**config.mk**
```make
export PLATFORM = sky130hd
export DESIGN_NAME = metadata_fetcher
export DESIGN_NICKNAME = d
export VERILOG_FILES = /design/src/rtl/metadata_fetcher_pkg.sv /design/src/rtl/metadata_fetcher_word_packer.sv /design/src/rtl/metadata_fetcher.sv
export SDC_FILE = /design/constraint.sdc
export NUM_CORES = 2
export LEC_CHECK = 0
export CAP_MARGIN = 20
export CORE_ASPECT_RATIO = 1.5
export CORE_MARGIN = 10
export CORE_UTILIZATION = 40
export DETAILED_ROUTE_END_ITERATION = 8
export GPL_TIMING_DRIVEN = 1
export PLACE_DENSITY = 0.65
export SYNTH_ARGS = -nofsm -noshare
export SYNTH_HDL_FRONTEND = slang
export SYNTH_SLANG_ARGS = --single-unit
```
**constraint.sdc**
```tcl
create_clock -name clk_i -period 2.95 [get_ports clk_i]
set_clock_uncertainty 0.1 [all_clocks]
set_input_delay 0.4425 -clock clk_i [delete_from_list [all_inputs] [get_ports clk_i]]
set_output_delay 0.4425 -clock clk_i [all_outputs]
set_load 0.03 [all_outputs]
```
**src/rtl/metadata_fetcher_pkg.sv**
```systemverilog
// Shared types and defaults for the X-bitmap metadata fetch path.
// Latency: n/a (types only).
// Backpressure: n/a (types only).
// Contents: chunk/word default widths, scheduler parameter struct,
//           streamer control struct, fetcher state encoding.
package metadata_fetcher_pkg;

    // Defaults shared with the Y data scheduler so both sides agree on chunk geometry.
    localparam int unsigned META_CHUNK_SIZE_DEF = 512;
    localparam int unsigned MEM_WIDTH_DEF       = 32;
    localparam int unsigned ADDR_WIDTH_DEF      = 32;

    typedef struct packed {
        logic [31:0] base_address;  // byte address of bitmap word 0
        logic [15:0] tot_words;     // bitmap length in MEM_WIDTH words, >= 1
    } meta_param_t;

    // Streamer load descriptor: one linear burst uses only dimension 0.
    typedef struct packed {
        logic        req_start;
        logic [31:0] base_addr;
        logic [31:0] tot_len;
        logic [31:0] d0_len;
        logic [31:0] d0_stride;
        logic [31:0] d1_len;
        logic [31:0] d1_stride;
        logic [31:0] d2_stride;
        logic [1:0]  dim_enable_1h;
    } hci_streamer_ctrl_t;

    typedef enum logic [1:0] {
        ST_IDLE    = 2'd0,
        ST_CONFIG  = 2'd1,
        ST_STREAM  = 2'd2,
        ST_DELIVER = 2'd3
    } meta_state_e;

    function automatic logic is_pow2(input int unsigned v);
        return (v != 0) && ((v & (v - 1)) == 0);
    endfunction

endpackage

```
**src/rtl/metadata_fetcher_word_packer.sv**
```systemverilog
// Packs streamed MEM_WIDTH words into one META_CHUNK_SIZE chunk buffer.
// Latency: word written on the accepting edge; last_o is combinational on the final accept.
// Backpressure: none internally; the caller gates accept_i with its ready.
// Ports: start_i zero-pads words >= len_i and rewinds the counter; accept_i writes
//        data_i at the current word slot; chunk_next_o is the buffer including this
//        cycle's write so the caller can capture the full chunk on the last accept.
module meta_word_packer
    import metadata_fetcher_pkg::*;
#(
    parameter int unsigned META_CHUNK_SIZE = META_CHUNK_SIZE_DEF,
    parameter int unsigned MEM_WIDTH       = MEM_WIDTH_DEF
) (
    input  logic                                          clk_i,
    input  logic                                          rst_ni,
    input  logic                                          clear_i,
    input  logic                                          start_i,
    input  logic [$clog2(META_CHUNK_SIZE/MEM_WIDTH):0]    len_i,
    input  logic                                          accept_i,
    input  logic [MEM_WIDTH-1:0]                          data_i,
    output logic                                          last_o,
    output logic [META_CHUNK_SIZE-1:0]                    chunk_next_o
);

    localparam int unsigned WORDS = META_CHUNK_SIZE / MEM_WIDTH;
    localparam int unsigned CNT_W = $clog2(WORDS) + 1;

    logic [CNT_W-1:0]                  word_cnt_q, word_cnt_d;
    logic [WORDS-1:0][MEM_WIDTH-1:0]   chunk_buf_q, chunk_buf_d;

    always_comb begin
        word_cnt_d  = word_cnt_q;
        chunk_buf_d = chunk_buf_q;
        last_o      = 1'b0;

        if (start_i) begin
            word_cnt_d = '0;
            // Slots beyond this burst's length stay zero so a short tail chunk is padded.
            for (int w = 0; w < int'(WORDS); w++) begin
                if (CNT_W'(w) >= len_i) begin
                    chunk_buf_d[w] = '0;
                end
            end
        end else if (accept_i) begin
            // Compare against each slot rather than indexing: the counter is one bit
            // wider than the slot index so it can hold the full count.
            for (int w = 0; w < int'(WORDS); w++) begin
                if (word_cnt_q == CNT_W'(w)) begin
                    chunk_buf_d[w] = data_i;
                end
            end
            word_cnt_d = word_cnt_q + CNT_W'(1);
            last_o     = (word_cnt_d == len_i);
        end

        if (clear_i) begin
            word_cnt_d  = '0;
            chunk_buf_d = '0;
            last_o      = 1'b0;
        end
    end

    always_ff @(posedge clk_i or negedge rst_ni) begin
        if (!rst_ni) begin
            word_cnt_q  <= '0;
            chunk_buf_q <= '0;
        end else begin
            word_cnt_q  <= word_cnt_d;
            chunk_buf_q <= chunk_buf_d;
        end
    end

    assign chunk_next_o = chunk_buf_d;

endmodule

```
**src/rtl/metadata_fetcher.sv**
```systemverilog
// Fetches the X bitmap one chunk per scheduler request edge, wrapping at the end.
// Latency: edge at t -> req_start at t+1 -> words from t+2 -> meta_valid_o one cycle after last word.
// Backpressure: ready_o only in STREAM; extra request edges collapse into one pending request.
// Ports: meta_req_i/params_i from the Y scheduler; config_o to the HCI source streamer;
//        data_i/valid_i/ready_o streamed words; metadata_chunk_o/meta_valid_o/done_o back
//        to the scheduler (done_o marks the chunk that finishes the bitmap).
module metadata_fetcher
    import metadata_fetcher_pkg::*;
#(
    parameter int unsigned META_CHUNK_SIZE = META_CHUNK_SIZE_DEF,
    parameter int unsigned MEM_WIDTH       = MEM_WIDTH_DEF,
    parameter int unsigned ADDR_WIDTH      = ADDR_WIDTH_DEF
) (
    input  logic                        clk_i,
    input  logic                        rst_ni,
    input  logic                        clear_i,
    input  logic                        meta_req_i,
    input  meta_param_t                 params_i,
    output hci_streamer_ctrl_t          config_o,
    input  logic [MEM_WIDTH-1:0]        data_i,
    input  logic                        valid_i,
    output logic                        ready_o,
    output logic [META_CHUNK_SIZE-1:0]  metadata_chunk_o,
    output logic                        meta_valid_o,
    output logic                        done_o
);

    localparam int unsigned WORDS       = META_CHUNK_SIZE / MEM_WIDTH;
    localparam int unsigned CHUNK_BYTES = META_CHUNK_SIZE / 8;
    localparam int unsigned WORD_BYTES  = MEM_WIDTH / 8;
    localparam int unsigned LEN_W       = $clog2(WORDS) + 1;
    localparam int unsigned CHUNK_SHIFT = $clog2(CHUNK_BYTES);

    meta_state_e               state_q, state_d;
    logic                      req_q, req_d;
    logic                      pending_q, pending_d;
    logic [15:0]               chunk_idx_q, chunk_idx_d;
    logic [15:0]               words_left_q, words_left_d;
    logic [LEN_W-1:0]          len_q, len_d;
    hci_streamer_ctrl_t        cfg_q, cfg_d;
    logic                      ready_q, ready_d;
    logic                      meta_valid_q, meta_valid_d;
    logic                      done_q, done_d;
    logic [META_CHUNK_SIZE-1:0] chunk_q, chunk_d;

    logic                      req_edge;
    logic [15:0]               words_avail;
    logic [LEN_W-1:0]          fetch_len;
    logic [ADDR_WIDTH-1:0]     chunk_offset;
    logic [ADDR_WIDTH-1:0]     fetch_base;

    logic                      pack_start;
    logic                      pack_accept;
    logic                      pack_last;
    logic [META_CHUNK_SIZE-1:0] pack_chunk_next;

    assign req_edge    = meta_req_i & ~req_q;
    assign pack_start  = (state_q == ST_CONFIG);
    assign pack_accept = valid_i & ready_q;

    // Burst geometry for the next chunk; only consumed on the IDLE -> CONFIG step,
    // which is where params_i is sampled. Chunk 0 starts a new pass over the bitmap.
    always_comb begin
        words_avail = (chunk_idx_q == 16'd0) ? params_i.tot_words : words_left_q;
        fetch_len   = (words_avail >= 16'(WORDS)) ? LEN_W'(WORDS) : LEN_W'(words_avail);
        if (is_pow2(CHUNK_BYTES)) begin
            chunk_offset = ADDR_WIDTH'(chunk_idx_q) << CHUNK_SHIFT;
        end else begin
            chunk_offset = ADDR_WIDTH'(chunk_idx_q) * ADDR_WIDTH'(CHUNK_BYTES);
        end
        fetch_base = ADDR_WIDTH'(params_i.base_address) + chunk_offset;
    end

    always_comb begin
        state_d      = state_q;
        req_d        = meta_req_i;
        pending_d    = pending_q;
        chunk_idx_d  = chunk_idx_q;
        words_left_d = words_left_q;
        len_d        = len_q;
        cfg_d        = cfg_q;
        cfg_d.req_start = 1'b0;
        ready_d      = ready_q;
        meta_valid_d = 1'b0;
        done_d       = 1'b0;
        chunk_d      = chunk_q;

        // A request arriving while busy is remembered once; later ones are dropped.
        if (req_edge && (state_q != ST_IDLE)) begin
            pending_d = 1'b1;
        end

        unique case (state_q)
            ST_IDLE: begin
                if (req_edge || pending_q) begin
                    state_d         = ST_CONFIG;
                    pending_d       = 1'b0;
                    words_left_d    = words_avail;
                    len_d           = fetch_len;
                    // Descriptor is registered here so it is presented during CONFIG.
                    cfg_d           = '0;
                    cfg_d.req_start = 1'b1;
                    cfg_d.base_addr = 32'(fetch_base);
                    cfg_d.tot_len   = 32'(fetch_len);
                    cfg_d.d0_len    = 32'(fetch_len);
                    cfg_d.d0_stride = 32'(WORD_BYTES);
                end
            end
            ST_CONFIG: begin
                state_d = ST_STREAM;
                ready_d = 1'b1;
            end
            ST_STREAM: begin
                if (pack_last) begin
                    state_d      = ST_DELIVER;
                    ready_d      = 1'b0;
                    meta_valid_d = 1'b1;
                    done_d       = (words_left_q == 16'(len_q));
                    chunk_d      = pack_chunk_next;
                end
            end
            ST_DELIVER: begin
                state_d = ST_IDLE;
                if (done_q) begin
                    chunk_idx_d  = 16'd0;
                    words_left_d = 16'd0;
                end else begin
                    chunk_idx_d  = chunk_idx_q + 16'd1;
                    words_left_d = words_left_q - 16'(len_q);
                end
            end
            default: state_d = ST_IDLE;
        endcase

        if (clear_i) begin
            state_d      = ST_IDLE;
            req_d        = 1'b0;
            pending_d    = 1'b0;
            chunk_idx_d  = 16'd0;
            words_left_d = 16'd0;
            len_d        = '0;
            cfg_d        = '0;
            ready_d      = 1'b0;
            meta_valid_d = 1'b0;
            done_d       = 1'b0;
            chunk_d      = '0;
        end
    end

    always_ff @(posedge clk_i or negedge rst_ni) begin
        if (!rst_ni) begin
            state_q      <= ST_IDLE;
            req_q        <= 1'b0;
            pending_q    <= 1'b0;
            chunk_idx_q  <= 16'd0;
            words_left_q <= 16'd0;
            len_q        <= '0;
            cfg_q        <= '0;
            ready_q      <= 1'b0;
            meta_valid_q <= 1'b0;
            done_q       <= 1'b0;
            chunk_q      <= '0;
        end else begin
            state_q      <= state_d;
            req_q        <= req_d;
            pending_q    <= pending_d;
            chunk_idx_q  <= chunk_idx_d;
            words_left_q <= words_left_d;
            len_q        <= len_d;
            cfg_q        <= cfg_d;
            ready_q      <= ready_d;
            meta_valid_q <= meta_valid_d;
            done_q       <= done_d;
            chunk_q      <= chunk_d;
        end
    end

    meta_word_packer #(
        .META_CHUNK_SIZE (META_CHUNK_SIZE),
        .MEM_WIDTH       (MEM_WIDTH)
    ) u_packer (
        .clk_i        (clk_i),
        .rst_ni       (rst_ni),
        .clear_i      (clear_i),
        .start_i      (pack_start),
        .len_i        (len_q),
        .accept_i     (pack_accept),
        .data_i       (data_i),
        .last_o       (pack_last),
        .chunk_next_o (pack_chunk_next)
    );

    assign config_o         = cfg_q;
    assign ready_o          = ready_q;
    assign metadata_chunk_o = chunk_q;
    assign meta_valid_o     = meta_valid_q;
    assign done_o           = done_q;

endmodule
```
---- Word-level counts from Yosys, hierarchy flattened ----
Index checks and enable logic that the tools add are counted.
operators by class
  muxes and demuxes ....................... 77
  shift-type cells ........................ 0
  multiply operators ...................... 0
  add/subtract/negate cells ............... 4
  eq/ne operators ......................... 22
  order comparisons ....................... 17
  reduce and logical (&&, ||, !) cells .... 19
  div/mod/pow operators ................... 0
  bitwise gates (word level) .............. 3
operators with widths
  kind                                                  number
  two-way mux 512 bit                                   6
  two-way mux 32 bit                                    32
  two-way mux 227 bit                                   3
  two-way mux 16 bit                                    7
  == test 5 x 4 -> 1 bit, second input constant         8
  >= comparator 4 x 5 -> 1 bit, first input constant    8
  two-way mux 5 bit                                     7
  adder 32 x 22 -> 32 bit                               1
  case mux 16 bit (2 select lines)                      1
  == test 5 x 3 -> 1 bit, second input constant         4
  >= comparator 3 x 5 -> 1 bit, first input constant    4
  adder 16 x 1 -> 16 bit, second input constant         1
  == test 16 x 5 -> 1 bit                               1
  >= comparator 16 x 5 -> 1 bit, second input constant  1
  logical NOT 16 bit                                    1
  two-way mux 1 bit                                     16
  subtractor 16 x 5 -> 16 bit                           1
  nonzero test 2 bit                                    6
  == test 5 x 2 -> 1 bit, second input constant         2
  >= comparator 1 x 5 -> 1 bit, first input constant    2
  >= comparator 2 x 5 -> 1 bit, first input constant    2
  AND reduction 2 bit                                   5
  nonzero test 3 bit                                    3
  case mux 2 bit (4 select lines)                       1
  other kinds (14)                                      19
word-level totals
  memory bits (read-only) ................. 0
  bits in latches ......................... 0
  output and inout bits ................... 742
  flip-flop bits (word level) ............. 1300
  memories kept ........................... 0
  RAM bits ................................ 0
  bits of input ports ..................... 85

---- Logic depth before layout (Yosys ltp) ----
  depth in word-level cells ............... 8
  depth in mapped cells ................... 13
  gate-level depth less buffers ........... 10

---- By module ----
Synthesis repeated with hierarchy kept, for this count alone.
unflattened totals
  cells, all modules ...................... 3831
  area, all modules ....................... 47480.5 µm²
modules (own cells, without submodules)
  module            cells an instance  area each (µm²)  times used  sequential area each (µm²)
  metadata_fetcher  1929               24438.4          1           14889.3
  meta_word_packer  1902               23042.1          1           12937.4

---- Worst setup path after synthesis ----
No wires, ideal clock.
  kind .................................... register to register
  start point ............................. reg u_packer.word_cnt_q[0]
  end point ............................... reg chunk_q[160] (netlist: metadata_chunk_o[160])
  path buffers ............................ 3
  data arrival time ....................... 2.604 ns
  cell stages (with the launch flop) ...... 13
  path slack .............................. 0.118 ns
  required time ........................... 2.723 ns
  setup time .............................. 0.127 ns
  path through ............................ dfrtp_1 ha_1 and3_1 ha_1 xnor2_1 nor2_1 nand4_1 or2_1 buf_6 nand2_8 buf_12 buf_12 mux2_1
between the ends
  cells in the longest elaborated chain, start to end .. 8
  elaborated cells on any way between the ends .. 15
ends and longest elaborated chain
  element                                                       RTL line                            source
  start, declared                                               metadata_fetcher_word_packer.sv:27  logic [CNT_W-1:0] word_cnt_q, word_cnt_d;
  start signal, assigned                                        metadata_fetcher_word_packer.sv:67  word_cnt_q <= word_cnt_d;
  branches (longest 8 deep; another with adder 5 x 1 -> 5 bit)  --
  end signal, assigned                                          metadata_fetcher.sv:174             chunk_q <= chunk_d;
  end, declared                                                 metadata_fetcher.sv:44              logic [META_CHUNK_SIZE-1:0] chunk_q, chunk_d;
Parallel ways; which one is timed is not known. The select of a mux whose other input is x is not followed.
A chain may end at the register's enable or synchronous reset.

---- Worst setup path after layout ----
  start point ............................. reg state_q[1]
  end point ............................... reg chunk_q[10] (netlist: metadata_chunk_o[10])
between the ends
  cells in the longest elaborated chain, start to end .. 6
  elaborated cells on any way between the ends .. 12
ends and longest elaborated chain
  element                 RTL line                            source
  start, declared         metadata_fetcher.sv:34              meta_state_e state_q, state_d;
  start signal, assigned  metadata_fetcher.sv:164             state_q <= state_d;
  == test 2 x 1 -> 1 bit  metadata_fetcher.sv:58              assign pack_start = (state_q == ST_CONFIG);
  two-way mux 512 bit     metadata_fetcher_word_packer.sv:35  if (start_i) begin
  two-way mux 512 bit     metadata_fetcher_word_packer.sv:55  if (clear_i) begin
  two-way mux 512 bit     metadata_fetcher.sv:114             if (pack_last) begin
  two-way mux 512 bit     metadata_fetcher.sv:93              unique case (state_q)
  two-way mux 512 bit     metadata_fetcher.sv:135             if (clear_i) begin
  via chunk_d[10]         metadata_fetcher.sv:44
The timed path passes the listed nets, and every way through them passes these cells. The select of a mux whose other input is x is not followed.

==> impl_metrics.env <==
export IMPL_synthFlopType="dfrtp_1"
export IMPL_cts_buffers=106
export IMPL_cts_buffer_depth=3
export IMPL_p_seq_frac=0.417
export IMPL_ys_ff_latch=1112
export IMPL_wire_per_inst_um=27.7
export IMPL_drcViolationCount=0
export IMPL_switchingPower_w=0.0115
export IMPL_pin_count=827
export IMPL_async_flop_share=1.00
export IMPL_path_class="reg2reg"
export IMPL_grt_pass1_wl_mm=264
export IMPL_dr_pass1_iters=5
export IMPL_grt_ovfl_total=0
export IMPL_synth_seq_area_share=0.550
export IMPL_p_int_w=0.0265
export IMPL_total_power_w=0.0381
export IMPL_ant_nets=0
export IMPL_maxSlewHeadroom=0.238
export IMPL_cts_htree_levels=3
export IMPL_rsz0062_at_grt="true"
export IMPL_dp_hpwl_mm=125
export IMPL_core_area_um2=125000
export IMPL_hold_path_class="in2reg"
export IMPL_placed_area_um2=58900
export IMPL_num_vias=37500
export IMPL_rows=159
export IMPL_worstSetupStartpointType="register"
export IMPL_netSwitchingFraction=0.302
export IMPL_min_period_ns=2.84
export IMPL_port_buffers=643
export IMPL_drt_iter0_markers=2912
export IMPL_combPwrFrac=0.188
export IMPL_syn_instance_count=4325
export IMPL_wl_mm=183
export IMPL_maxSlewViolCount=0
export IMPL_period_share=0.964
export IMPL_crit_fanout=14
export IMPL_p_leak_nw=31.4
export IMPL_status="finished clean"
export IMPL_worstMarginPinSlew_ns=1.14
export IMPL_die_h_um=456
export IMPL_clock_sinks=1112
export IMPL_synth_edf_count=0
export IMPL_cp_required_ns=3.45
export IMPL_final_cell_area_um2=63000
export IMPL_syn_area_per_cell_um2=11.7
export IMPL_fin_tns_setup_ns=0
export IMPL_grt_pass1_vias=37900
export IMPL_grt_max_degree=121
export IMPL_max_cap_viol_count=0
export IMPL_yosysWarnings=0
export IMPL_globalplace_congestion=0.886
export IMPL_worstPathArrival_ns=3.34
export IMPL_power_density_nw_per_um2=604
export IMPL_cts_root_buf="clkbuf_16"
export IMPL_finalNetCount=5025
export IMPL_finalCoreUtilization=0.503
export IMPL_start_util=0.404
export IMPL_synth_top_area_frac=0.550
export IMPL_dieArea_um2=141000
export IMPL_fmax_mhz=352
export IMPL_area_growth_pct=24.6
export IMPL_antenna_found_initial=3
export IMPL_syn_area_um2=50600
export IMPL_clockPowerShare=0.395
export IMPL_clk_pin_slew_worst_paths_ns=0.07
export IMPL_track_usage=0.249
export IMPL_irDropWorstVdd_mv=0.537
export IMPL_ys_types=81
export IMPL_drive_gt1_frac=0.144
export IMPL_ys_top_cells_by_area="dfrtp_1 (55%), a22o_1 (6.4%), a21o_1 (5.0%)"
export IMPL_cts_tree="built"
export IMPL_setup_viol=0
export IMPL_synth_area_leader_cell="dfrtp_1"
export IMPL_cp_end_kind="register"
export IMPL_clk_latency_ns=0.74
export IMPL_drt_vias_per_instance=5.67
export IMPL_fp_dieW_um=310
export IMPL_hold_viol_final=0
synthesized netlist by cell type, types with 22 or more instances:
library cell / n
a211oi_1: 73
a21o_1: 338
a21oi_1: 182
a221o_1: 51
a22o_1: 372
and3_1: 133
buf_1: 52
buf_2: 69
buf_4: 192
buf_6: 26
clkbuf_1: 232
dfrtp_1: 1112
ha_1: 32
mux2_1: 129
mux2_4: 154
mux2i_1: 78
nand2_1: 272
nand3_1: 100
nor2_1: 302
nor3_1: 27
o21ai_0: 85
xnor2_1: 22
cell type report:
type                       instances  area, um^2
antenna                            4        10.0
clock buffer                     144        3020
clock inverter                    55         823
fill                           10900       62300
inverter                          20        80.1
multi-input combinational       2781       20100
sequential                      1112       27800
tap                             1610        2010
timing repair buffer             885        9140
power by group through the flow:
stage	clock network, W	registers, W	logic (W)
floorplan	0	0.0164	0.00408
global placement	0	0.0161	0.00701
detailed placement	0	0.0161	0.00712
CTS	0.0153	0.0159	0.00717
global route	0.0159	0.0159	0.00765
finish	0.0150	0.0159	0.00717
registers in the layout, indices dropped and copies added (netlist names):
name and count:
metadata_chunk_o 512, u_packer.chunk_buf_q 512, config_o 39, chunk_idx_q 16, words_left_q 16, len_q 5, u_packer.word_cnt_q 5, state_q 2
done_o 1, meta_valid_o 1, pending_q 1, ready_o 1, req_q 1
critical path, stage by stage (launching register included):
cell and delay [ns]:
dfrtp_1 0.39, inv_1 0.11, ha_4 0.23, or3_1 0.47, o21ai_1 0.24, a31oi_4 0.18, buf_4 0.32, a21o_1 0.15
a22o_1 0.20, mux2_1 0.29
metrics by stage:
stage | hold slack (ns) | instances | worst slack (ns)
CTS | 0.0827 | 6601 | 0.0512
detailed placement | 0.374 | 6396 | -0.100
global route | 0.120 | 6609 | -0.0110
global placement | 0.367 | 6393 | -0.101
floorplan | 0.0469 | 4507 | 0.118
finish | 0.149 | 6611 | 0.107
metal layers:
layer | track usage | share of wire
met5 | 0 | 0
met1 | 0.302 | 0.39
met3 | 0.0446 | 0.071
met2 | 0.421 | 0.49
met4 | 0.125 | 0.051
cell usage in the layout (no fill, tap or decap), types with 17 or more instances in the layout:
cell / n
dfrtp_1: 1112
clkdlybuf4s50_1: 609
a22o_1: 372
a21o_1: 338
nor2_1: 291
nand2_1: 272
conb_1: 183
a21oi_1: 174
mux2_4: 162
buf_4: 161
and3_1: 132
mux2_1: 121
clkbuf_16: 109
nand3_1: 100
o21ai_0: 84
mux2i_1: 78
a211oi_1: 73
buf_12: 63
a221o_1: 51
buf_2: 32
ha_1: 29
clkinv_2: 25
nor3_1: 24
xnor2_1: 22
clkbuf_8: 22
o31ai_2: 21
inv_1: 18
o2bb2ai_1: 17
worst paths after layout:
kind | startpoint | to | slack (ns) | cells after the start
max | state_q[1] | metadata_chunk_o[10] | 0.11 | 9
min | data_i[16] | u_packer.chunk_buf_q[464] | 0.15 | 2
max reg2reg | state_q[1] | metadata_chunk_o[10] | 0.11 | 9
min reg2reg | metadata_chunk_o[228] | metadata_chunk_o[228] | 0.38 | 1
max in group asynchronous | rst_ni | metadata_chunk_o[17] | 1.50 | 4
min in group asynchronous | rst_ni | config_o[204] | 0.18 | 2
cells by family (layout without fill, tap and decap cells):
family,after synthesis,count (layout),synth area share
buffers and inverters,614,1104,0.0723
XOR/XNOR,35,35,0.00606
flip-flops,1112,1112,0.550
AND/OR/NAND/NOR,932,932,0.0870
multiplexers,371,371,0.0921
other,1,187,0.0000741
adder cells (fa/ha/maj),34,34,0.00871
AO/OA/AOI/OAI,1226,1226,0.184
what timing repair did:
action                                 in CTS  in global routing
hold buffers                                2                  0
cloned                                      1                  3
endpoints found under the hold margin      36                  0
gates resized for setup                     7                 16
setup endpoints to repair                  36                179
setup buffers                               3                  1
pin swaps                                   1                  4
(Power assumes the default switching activity.)
